**src/rtl/alu.sv**
```systemverilog
// Registered arithmetic/logic unit for the processor/UART datapath.
// Two unsigned DATA_WIDTH-bit operands produce a 2*DATA_WIDTH-bit result
// one clock after an enabled request.
//
// Valid semantics: alu_result_valid is high for exactly the cycle after an
// edge where enable was sampled high, and alu_result then carries f(A,B) for
// that request. There is no backpressure, so a result is never stalled and
// a request is accepted on every edge where enable is high. With enable low,
// alu_result holds its last value and alu_result_valid drops.
module alu #(
  parameter int DATA_WIDTH = 8
) (
  input  logic                      clk,
  input  logic                      reset_n,
  input  logic [DATA_WIDTH-1:0]     A,
  input  logic [DATA_WIDTH-1:0]     B,
  input  logic [3:0]                alu_function,
  input  logic                      enable,
  output logic [2*DATA_WIDTH-1:0]   alu_result,
  output logic                      alu_result_valid
);

  localparam int RW = 2 * DATA_WIDTH;

  localparam logic [3:0] FN_ADD  = 4'b0000;
  localparam logic [3:0] FN_SUB  = 4'b0001;
  localparam logic [3:0] FN_MUL  = 4'b0010;
  localparam logic [3:0] FN_DIV  = 4'b0011;
  localparam logic [3:0] FN_AND  = 4'b0100;
  localparam logic [3:0] FN_OR   = 4'b0101;
  localparam logic [3:0] FN_NAND = 4'b0110;
  localparam logic [3:0] FN_NOR  = 4'b0111;
  localparam logic [3:0] FN_XOR  = 4'b1000;
  localparam logic [3:0] FN_XNOR = 4'b1001;
  localparam logic [3:0] FN_EQ   = 4'b1010;
  localparam logic [3:0] FN_GT   = 4'b1011;
  localparam logic [3:0] FN_LT   = 4'b1100;
  localparam logic [3:0] FN_SHR  = 4'b1101;
  localparam logic [3:0] FN_SHL  = 4'b1110;

  // Operands widened once so every arithmetic op naturally works at RW bits
  // (carry, borrow-wrap and full product all fall out of the width).
  logic [RW-1:0]         a_ext;
  logic [RW-1:0]         b_ext;
  logic [DATA_WIDTH-1:0] quotient;
  logic [RW-1:0]         next_result;

  assign a_ext = {{DATA_WIDTH{1'b0}}, A};
  assign b_ext = {{DATA_WIDTH{1'b0}}, B};

  // Divide-by-zero is defined as 0 rather than left to the divider.
  assign quotient = (B == '0) ? '0 : (A / B);

  // Combinational function select; every code, including reserved, is defined.
  always_comb begin
    next_result = '0;
    unique case (alu_function)
      FN_ADD:  next_result = a_ext + b_ext;
      FN_SUB:  next_result = a_ext - b_ext;
      FN_MUL:  next_result = a_ext * b_ext;
      FN_DIV:  next_result = {{DATA_WIDTH{1'b0}}, quotient};
      FN_AND:  next_result = {{DATA_WIDTH{1'b0}}, A & B};
      FN_OR:   next_result = {{DATA_WIDTH{1'b0}}, A | B};
      FN_NAND: next_result = {{DATA_WIDTH{1'b0}}, ~(A & B)};
      FN_NOR:  next_result = {{DATA_WIDTH{1'b0}}, ~(A | B)};
      FN_XOR:  next_result = {{DATA_WIDTH{1'b0}}, A ^ B};
      FN_XNOR: next_result = {{DATA_WIDTH{1'b0}}, ~(A ^ B)};
      FN_EQ:   next_result = {{(RW-1){1'b0}}, (A == B)};
      FN_GT:   next_result = {{(RW-1){1'b0}}, (A > B)};
      FN_LT:   next_result = {{(RW-1){1'b0}}, (A < B)};
      FN_SHR:  next_result = a_ext >> 1;
      FN_SHL:  next_result = a_ext << 1;
      default: next_result = '0;
    endcase
  end

  // Result register: loads only on an enabled request, otherwise holds.
  always_ff @(posedge clk or negedge reset_n) begin
    if (!reset_n) begin
      alu_result <= '0;
    end else if (enable) begin
      alu_result <= next_result;
    end
  end

  // Valid register: follows enable with one cycle of latency.
  always_ff @(posedge clk or negedge reset_n) begin
    if (!reset_n) begin
      alu_result_valid <= 1'b0;
    end else begin
      alu_result_valid <= enable;
    end
  end

endmodule

```
**config.mk**
```make
export PLATFORM = sky130hd
export DESIGN_NAME = alu
export DESIGN_NICKNAME = d
export VERILOG_FILES = /design/src/rtl/alu.sv
export SDC_FILE = /design/constraint.sdc
export NUM_CORES = 1
export LEC_CHECK = 0
export ABC_AREA = 0
export CORE_ASPECT_RATIO = 1.1
export CORE_MARGIN = 2
export CORE_UTILIZATION = 40
export DETAILED_ROUTE_END_ITERATION = 8
export GPL_TIMING_DRIVEN = 1
export PLACE_DENSITY = 0.68
export SLEW_MARGIN = 20
export SYNTH_ARGS = -nofsm -noshare
export SYNTH_HDL_FRONTEND = slang
export SYNTH_SLANG_ARGS = --single-unit
```
**constraint.sdc**
```tcl
create_clock -name clk -period 1.9 [get_ports clk]
set_input_delay 0.38 -clock clk [delete_from_list [all_inputs] [get_ports clk]]
set_output_delay 0.38 -clock clk [all_outputs]
set_load 0.02 [all_outputs]
```
==> metrics.txt, run 1 <==
Worst-path clk slew 50 ps; Final Hold Viols 0; clk sinks 17; Die W 119 um; Seq/Total Area, Yosys 7.35%; H-tree level count 1; clk_skew 0 ps; synthesis-stage register bit count 17; 1st-pass router iterations 5; CTS Buffer Depth 2; Max Slew Vio Count 0; antenna cells 0; switching power 2360 uW; Post-Synthesis Cells 745; Syn. warnings 0; Synth cell types 74; fmax 0.102 GHz; Arr. time, crit path 9980 ps; CTS tree yes; crit-path max cell delay 550 ps; Pleak 0.00436 uW; Hold Slack 453 ps; Mapped Nets 905; TritonCTS Buffers 3; antenna violations before repair 0; Final WS setup -7950 ps; total power divided by cell area 594 nW/um^2; Power Internal 3110 uW; I/O pins 40; final global-route overflow total 0; # setup viols final 16; Slowest-stage cell, CP or4_4; residual antenna-violating net count after detailed routing 0; switching share of power 43.1%; Final Cycle Share 518%; kind of critical path in -> reg; initial core utilization 40.6%; HPWL Detailed 16.7 mm; layout cell share with drive strength beyond 1 40.1%; Clock Power Share 7.7%; vias after detailed routing 6,740; routed wire length 21.3 mm; clk root buf clkbuf_16; CP Max Fanout 8; main flop type after synthesis dfrtp_1; fin crit period 9850 ps; asr flop ratio synth 100%; Worst IR Drop VDD 357 uV; worst-skew pair later-pin latency 250 ps; number of global-route vias before repair 6,890; core area 14,300 um^2; Worst setup EP type register; slew at the pin closest to its max-slew limit 692 ps; routed vias/inst 5.55; Global Route Usage Sum 27.3%; synthesized area per cell 7.77 um^2; Hold Path Class in -> async; row cnt 46; global-route wire length before repair 33.9 mm; Synth-to-Final Area Change 58.9%; outcome finished, violations left; Gate power share 84.2%; Worst EP required 2030 ps; total of max-cap violations 0; Critical Path Start Type primary input; pre-CTS setup slack -8910 ps; GP Congestion 0.955; Post-synth EDFFs 0; Die Area 15,500 um^2; Starting DRT DRC Count 528; drt wl/cell 17.5 um; Remaining DRCs 0; largest net degree at the start of global routing 20; Slew HR 53.3%; IO buf count 39; die height 130 um; sequential fraction of design power 8.0%; failing checks negative setup slack; Post-Syn Area 5790 um^2; RSZ-0062 raised after global routing yes; most used cell, CP ha_4; fin nets 1,184
cell type report:
type / instances / area, um^2
inverters: 101 / 398
repair buffers: 304 / 2530
well taps: 192 / 240
multi-input cells: 597 / 5530
clock buffers: 4 / 78.8
flip-flops and latches: 17 / 425
fillers: 1151 / 5080
power groups by stage:
stage | combinational (uW) | sequential [uW] | clock (uW)
2_1_floorplan | 2370 | 507 | 0
3_3_place_gp | 4020 | 441 | 0
3_5_place_dp | 4120 | 445 | 0
4_1_cts | 4440 | 441 | 426
5_1_grt | 5000 | 446 | 437
6_report | 4600 | 439 | 423
metrics by stage:
step	TNS, ps	total power (uW)	instances	cell area, um^2	utilization [%]
floorplan	-47490	2880	745	6120	-
global placement	-64660	4460	1182	8420	59.0
detailed placement	-66270	4570	1182	8420	59.0
CTS	-52150	5310	1210	9060	63.5
global route	-56070	5880	1215	9200	64.4
finish	-52920	5460	1215	9200	64.4
repair_timing:
item                                    CTS  global route
resized for setup                       128            39
buffers inserted                         25             5
pin swaps                                44            22
endpoints found under the setup margin   16            16
hold buffers                              0             0
final timing paths:
check                                 end     startpoint  slack (ps)  cells past startpoint
setup reg to reg            alu_result[0]  alu_result[0]         730                      5
max in group asynchronous   alu_result[2]        reset_n        1260                      2
hold reg to reg             alu_result[4]  alu_result[4]         520                      2
min in group clk            alu_result[4]  alu_result[4]         520                      2
hold / removal             alu_result[11]        reset_n         450                      2
setup / recovery            alu_result[0]           B[2]       -7950                     45
layout by cell type (no fill, tap or decap), drive strengths merged, types with 11 or more instances in the layout:
cell type,Yosys,routed
buf,8,271
ha,99,99
inv,100,95
nor2,70,70
nand2,58,58
o21ai,40,40
fa,38,38
a21oi,36,36
clkdlybuf4s50,0,23
nor3,21,21
dfrtp,17,17
xnor2,16,16
o21a,14,14
nand3,13,13
o22ai,13,13
nand2b,12,12
mux2,11,11
Yosys cell counts, types with 7 or more instances:
library cell | number | area (um^2)
o21a_1 | 14 | 105
nor3_1 | 21 | 105
xnor2_1 | 16 | 140
clkbuf_1 | 22 | 82.6
mux2_2 | 7 | 78.8
nand3_1 | 13 | 65.1
a21o_1 | 8 | 60.1
o221ai_1 | 10 | 87.6
a211oi_1 | 7 | 52.6
inv_1 | 100 | 375
ha_1 | 99 | 1240
nor2b_1 | 10 | 62.6
fa_1 | 38 | 761
nand2b_1 | 12 | 75.1
dfrtp_1 | 17 | 425
xor2_1 | 9 | 78.8
nand2_1 | 58 | 218
o22ai_1 | 12 | 75.1
a21oi_1 | 36 | 180
nor2_1 | 70 | 263
o21ai_0 | 39 | 195
mux2i_1 | 8 | 80.1
cells by family after synthesis:
family,synth area share (%)
AND/OR/NAND/NOR,18.4
AO/OA/AOI/OAI,23.3
adder cells (fa/ha/maj),34.5
buffers and inverters,8.88
XOR/XNOR,3.78
multiplexers,3.78
flip-flops,7.35
routing by layer:
metal  up-vias  part of all wire (%)  GRT usage, %
li1       3199                     -             -
met1      3213                    40          31.8
met2       250                    49          50.4
met3        78                   4.7          1.22
met4         0                   5.9          15.4
met5         -                     0             0
sequential cells by signal, summed over array words and instances (netlist names):
| name | count |
|---|---|
| alu_result | 16 |
| alu_result_valid | 1 |
worst max-delay path, delay by kind of cell:
family / cells / cell delay (ps)
AND/OR/NAND/NOR: 11 / 2510
AO/OA/AOI/OAI: 20 / 3780
adder cells (fa/ha/maj): 7 / 1820
multiplexers: 3 / 910
buffers and inverters: 4 / 550
Note: power is estimated with default switching activity, not from simulation.
==> inputs of run 2 (changes only) <==
--- a/config.mk
+++ b/config.mk
@@ -10,6 +10,7 @@
 export CORE_MARGIN = 2
 export CORE_UTILIZATION = 40
 export DETAILED_ROUTE_END_ITERATION = 8
+export GPL_ROUTABILITY_DRIVEN = 0
 export GPL_TIMING_DRIVEN = 1
 export PLACE_DENSITY = 0.68
 export SLEW_MARGIN = 20
==> metrics.txt, run 2 (synthesis gave the netlist of run 1 again) <==
clk sinks 17; Post-CTS Hold Buffers 0; most common cell after layout, fill and taps aside buf_4; Final Cycle Share 528%; total power divided by cell area 590 nW/um^2; core area 14,300 um^2; routed vias/inst 5.61; Critical Path Start Type primary input; Post-Layout Inst Area 9240 um^2; crit-path max cell delay 570 ps; die height 130 um; met2 Use GR 49.6%; HPWL Detailed 16.8 mm; routed wire length 21.6 mm; Final WS setup -8130 ps; most frequent cells in the layout 239 x buf_4, 86 x inv_1, 80 x ha_1; clk root buf clkbuf_16; Pleak 0.00439 uW; depth of the most critical reg-to-reg path 5; Global Route Usage Sum 26.9%; fin nets 1,190; 1st-pass router iterations 5; TritonCTS Buffers 3; number of flip-flops under the largest register name 16; met1 GRT Util 31.1%; Max Slew Vio Count 0; Largest Register alu_result; Worst EP required 2040 ps; global-route wire length before repair 33.0 mm; slew at the pin closest to its max-slew limit 728 ps; largest net degree at the start of global routing 23; number of global-route vias before repair 6,606; clk_skew 0 ps; fillcell total 1,135; Top delay family on crit path compound AO/OA/AOI/OAI gates; Worst-path clk slew 50 ps; Most Crowded Layer GR met2; Slowest-stage cell, CP or4_4; vias after detailed routing 6,845; initial core utilization 40.6%; Hold Path Class in -> async; Final Hold Viols 0; worst r2r src alu_result[0]; drt wl/cell 17.7 um; Hold Slack 456 ps; I/O pins 40; CTS tree yes; row cnt 46; fmax 0.0997 GHz; R2R Setup Slk 680 ps; CTS Buffer Depth 2; Design Power 5460 uW; H-tree level count 1; Worst setup EP type register; total of max-cap violations 0; Placement Cell Area 8410 um^2; # setup viols final 16; biggest regs alu_result (16), alu_result_valid (1); residual antenna-violating net count after detailed routing 0; failing checks negative setup slack; Die Area 15,500 um^2; layout cell share with drive strength beyond 1 39.7%; outcome finished, violations left; RR Endpoint alu_result[0]; met3 GRT Util 2.01%; Die W 119 um; Starting DRT DRC Count 502; Slew HR 50.8%; CP Max Fanout 8; TNS Setup -54,020 ps; final core utilization 64.7%; fin crit period 10,030 ps; kind of critical path in -> reg; Remaining DRCs 0; Arr. time, crit path 10,170 ps; antenna violations before repair 0; worst-skew pair later-pin latency 250 ps; Synth-to-Final Area Change 59.6%; RSZ-0062 raised after global routing yes; final global-route overflow total 0; Worst IR Drop VDD 327 uV; IO buf count 39; WP buf/inv 6; antenna cells 0
[run 2: power breakdown]
group	internal (uW)	leakage [uW]	switching, uW	total, uW
Sequential	413	0.000222	25.0	438
Combinational	2370	0.00413	2220	4590
Clock	285	0.0000382	142	428
[run 2: layout make-up]
| type | count | area (um^2) | area share [%] |
|---|---|---|---|
| sequential | 17 | 425 | 4.60 |
| clock buffer | 4 | 78.8 | 0.853 |
| timing repair buffer | 310 | 2580 | 28.0 |
| tap | 192 | 240 | 2.60 |
| inverter | 101 | 398 | 4.31 |
| multi-input combinational | 597 | 5510 | 59.7 |
[run 2: worst register-to-register path: stages, from the launching register on]
cell	delay [ps]
dfrtp_1	370
inv_1	70
o22ai_1	70
a21oi_1	140
o211ai_1	120
a221o_1	330
[run 2: worst max path at each step]
stage                     from       endpoint  cells past startpoint
final                     B[2]  alu_result[0]                     51
after global routing      B[2]  alu_result[0]                     51
after CTS                 B[5]  alu_result[0]                     46
after detailed placement  B[3]  alu_result[0]                     48
after global placement    B[3]  alu_result[0]                     48
after floorplan           B[3]  alu_result[0]                     47
[run 2: timing repair]
| item | CTS | global route |
|---|---|---|
| gates resized for setup | 106 | 45 |
| gates cloned | 0 | 0 |
| pin swaps | 46 | 49 |
| buffers inserted | 24 | 16 |
| setup endpoints to repair | 16 | 16 |
[run 2: per-layer routing]
metal  up-vias  part of all wire (%)  wire (um)
li1       3216                     -          -
met1      3254                    40       8580
met2       291                    49      10600
met3        84                   5.4       1170
met4         0                   6.2       1340
met5         -                     0          0
[run 2: per-stage QoR]
stage	std cells	worst slack, ps
after global routing	1221	-8610
after CTS	1209	-7900
final	1221	-8130
after floorplan	745	-7770
after global placement	1184	-8570
after detailed placement	1184	-8870
==> inputs of run 3 (changes only) <==
--- a/config.mk
+++ b/config.mk
@@ -8,11 +8,11 @@
 export ABC_AREA = 0
 export CORE_ASPECT_RATIO = 1.1
 export CORE_MARGIN = 2
-export CORE_UTILIZATION = 40
+export CORE_UTILIZATION = 48
 export DETAILED_ROUTE_END_ITERATION = 8
 export GPL_ROUTABILITY_DRIVEN = 0
 export GPL_TIMING_DRIVEN = 1
-export PLACE_DENSITY = 0.68
+export PLACE_DENSITY = 0.77
 export SLEW_MARGIN = 20
 export SYNTH_ARGS = -nofsm -noshare
 export SYNTH_HDL_FRONTEND = slang
==> metrics.txt, run 3 (synthesis gave the netlist of run 1 again) <==
outcome finished, violations left; failing checks design-rule violations, negative setup slack; Final Cycle Share 534%; RSZ-0062 raised after global routing yes; total of max-cap violations 0; row cnt 42; clk root buf clkbuf_16; antenna violations before repair 1; R2R Setup Slk 730 ps; crit-path max cell delay 450 ps; Worst IR Drop VDD 747 uV; number of flip-flops under the largest register name 16; Power Internal 3130 uW; fmax 0.0986 GHz; total power divided by cell area 628 nW/um^2; fillcell total 681; Global Route Usage Sum 39.9%; Synth-to-Final Area Change 58.5%; Max Slew Vio Count 0; routed wire length 27.1 mm; # setup viols final 16; sequential fraction of design power 7.6%; fin nets 1,193; crit path to alu_result[0]; Slowest-stage cell, CP or4_4; layout cell share with drive strength beyond 1 40.7%; RR Endpoint alu_result[0]; worst r2r src alu_result[0]; core area 11,900 um^2; Starting DRT DRC Count 1,004; Post-Layout Inst Area 9170 um^2; HPWL Detailed 18.1 mm; Remaining DRCs 17; kind of critical path in -> reg; Setup crit start B[2]; H-tree level count 1; worst-skew pair later-pin latency 250 ps; I/O pins 40; 1st-pass router iterations 9; most common cell after layout, fill and taps aside buf_4; Hold Path Class in -> async; largest net degree at the start of global routing 20; clk sinks 17; Design Power 5760 uW; switching share of power 45.6%; Die Area 13,000 um^2; initial core utilization 48.7%; Critical Path Start Type primary input; routed vias/inst 6.49; IO buf count 39; Final WS setup -8250 ps; Worst-path clk slew 50 ps; switching power 2630 uW; Clock Power Share 7.5%; depth of the most critical reg-to-reg path 5; number of global-route vias before repair 7,983; die height 119 um; Slew HR 40.2%; clk_skew 0 ps; residual antenna-violating net count after detailed routing 0; slew at the pin closest to its max-slew limit 886 ps; final global-route overflow total 0; most frequent cells in the layout 252 x buf_4, 85 x inv_1, 78 x ha_1; fin crit period 10,150 ps; Pleak 0.00439 uW; Largest Register alu_result; biggest regs alu_result (16), alu_result_valid (1); Arr. time, crit path 10,280 ps; Final Hold Viols 0; Worst EP required 2040 ps; Placement Cell Area 8310 um^2; Die W 109 um; drt wl/cell 22.8 um; CP Max Fanout 8; vias after detailed routing 7,701; antenna cells 0; most used cell, CP ha_4; Gate power share 84.8%; TritonCTS Buffers 3; CTS Buffer Depth 2; Worst setup EP type register; global-route wire length before repair 40.1 mm; CTS tree yes; Post-CTS Hold Buffers 0
run 3: changes by cell type in the layout (fill, tap and decap cells not counted), sizes merged:
cell / delta
clkbuf: +1
clkdlybuf4s15: +2
dlygate4sd2: -2
buf: +2
run 3: power groups by stage:
stage / combinational [uW] / clock, uW / sequential (uW)
floorplan: 2370 / 0 / 507
global placement: 3940 / 0 / 442
detailed placement: 4150 / 0 / 446
CTS: 4460 / 427 / 440
global route: 5200 / 451 / 443
finish: 4890 / 435 / 439
run 3: how the worst min path moves through the flow:
stage | start | endpoint | depth (start not counted)
global route | reset_n | alu_result[11] | 2
detailed placement | alu_result[4] | alu_result[4] | 2
floorplan | reset_n | alu_result[0] | 0
CTS | reset_n | alu_result[11] | 2
finish | reset_n | alu_result[11] | 2
global placement | alu_result[9] | alu_result[9] | 2
run 3: cell type report:
cell class	instances	area, um^2	area share [%]
well taps	154	193	2.10
multi-input cells	597	5520	60.1
clock buffers	4	78.8	0.859
repair buffers	313	2560	27.9
inverters	101	400	4.36
flip-flops and latches	17	425	4.64
run 3: metrics by stage:
step / util (%) / worst slack [ps] / hold WS (ps) / cells / TNS (ps)
2_1_floorplan: - / -7770 / 84.4 / 745 / -47490
3_3_place_gp: 70.0 / -8480 / 514 / 1139 / -64230
3_5_place_dp: 70.0 / -9050 / 528 / 1139 / -67560
4_1_cts: 74.9 / -7910 / 462 / 1169 / -53640
5_1_grt: 77.2 / -8580 / 491 / 1186 / -59310
6_report: 77.2 / -8250 / 449 / 1186 / -56580
run 3: repair_timing:
| item | 4_1_cts | 5_1_grt |
|---|---|---|
| buffers inserted | 27 | 17 |
| endpoints found under the setup margin | 16 | 16 |
| pin swaps | 47 | 34 |
| resized for setup | 114 | 33 |
run 3: worst max-delay path, delay by kind of cell:
kind                       cells  cell delay [ps]
AOI/OAI and AO/OA             19             3410
and+or+nand+nor               14             2740
adders and majority gates      7             1830
muxes                          4             1240
buffers and inverters          5              680
run 3: routing by layer:
layer | track usage [%] | share of wire, % | vias to the layer above
met4 | 32.9 | 11 | 2
met2 | 64.4 | 45 | 661
met5 | 0 | 0.041 | -
met3 | 12.4 | 12 | 308
li1 | - | - | 3203
met1 | 41.9 | 33 | 3527
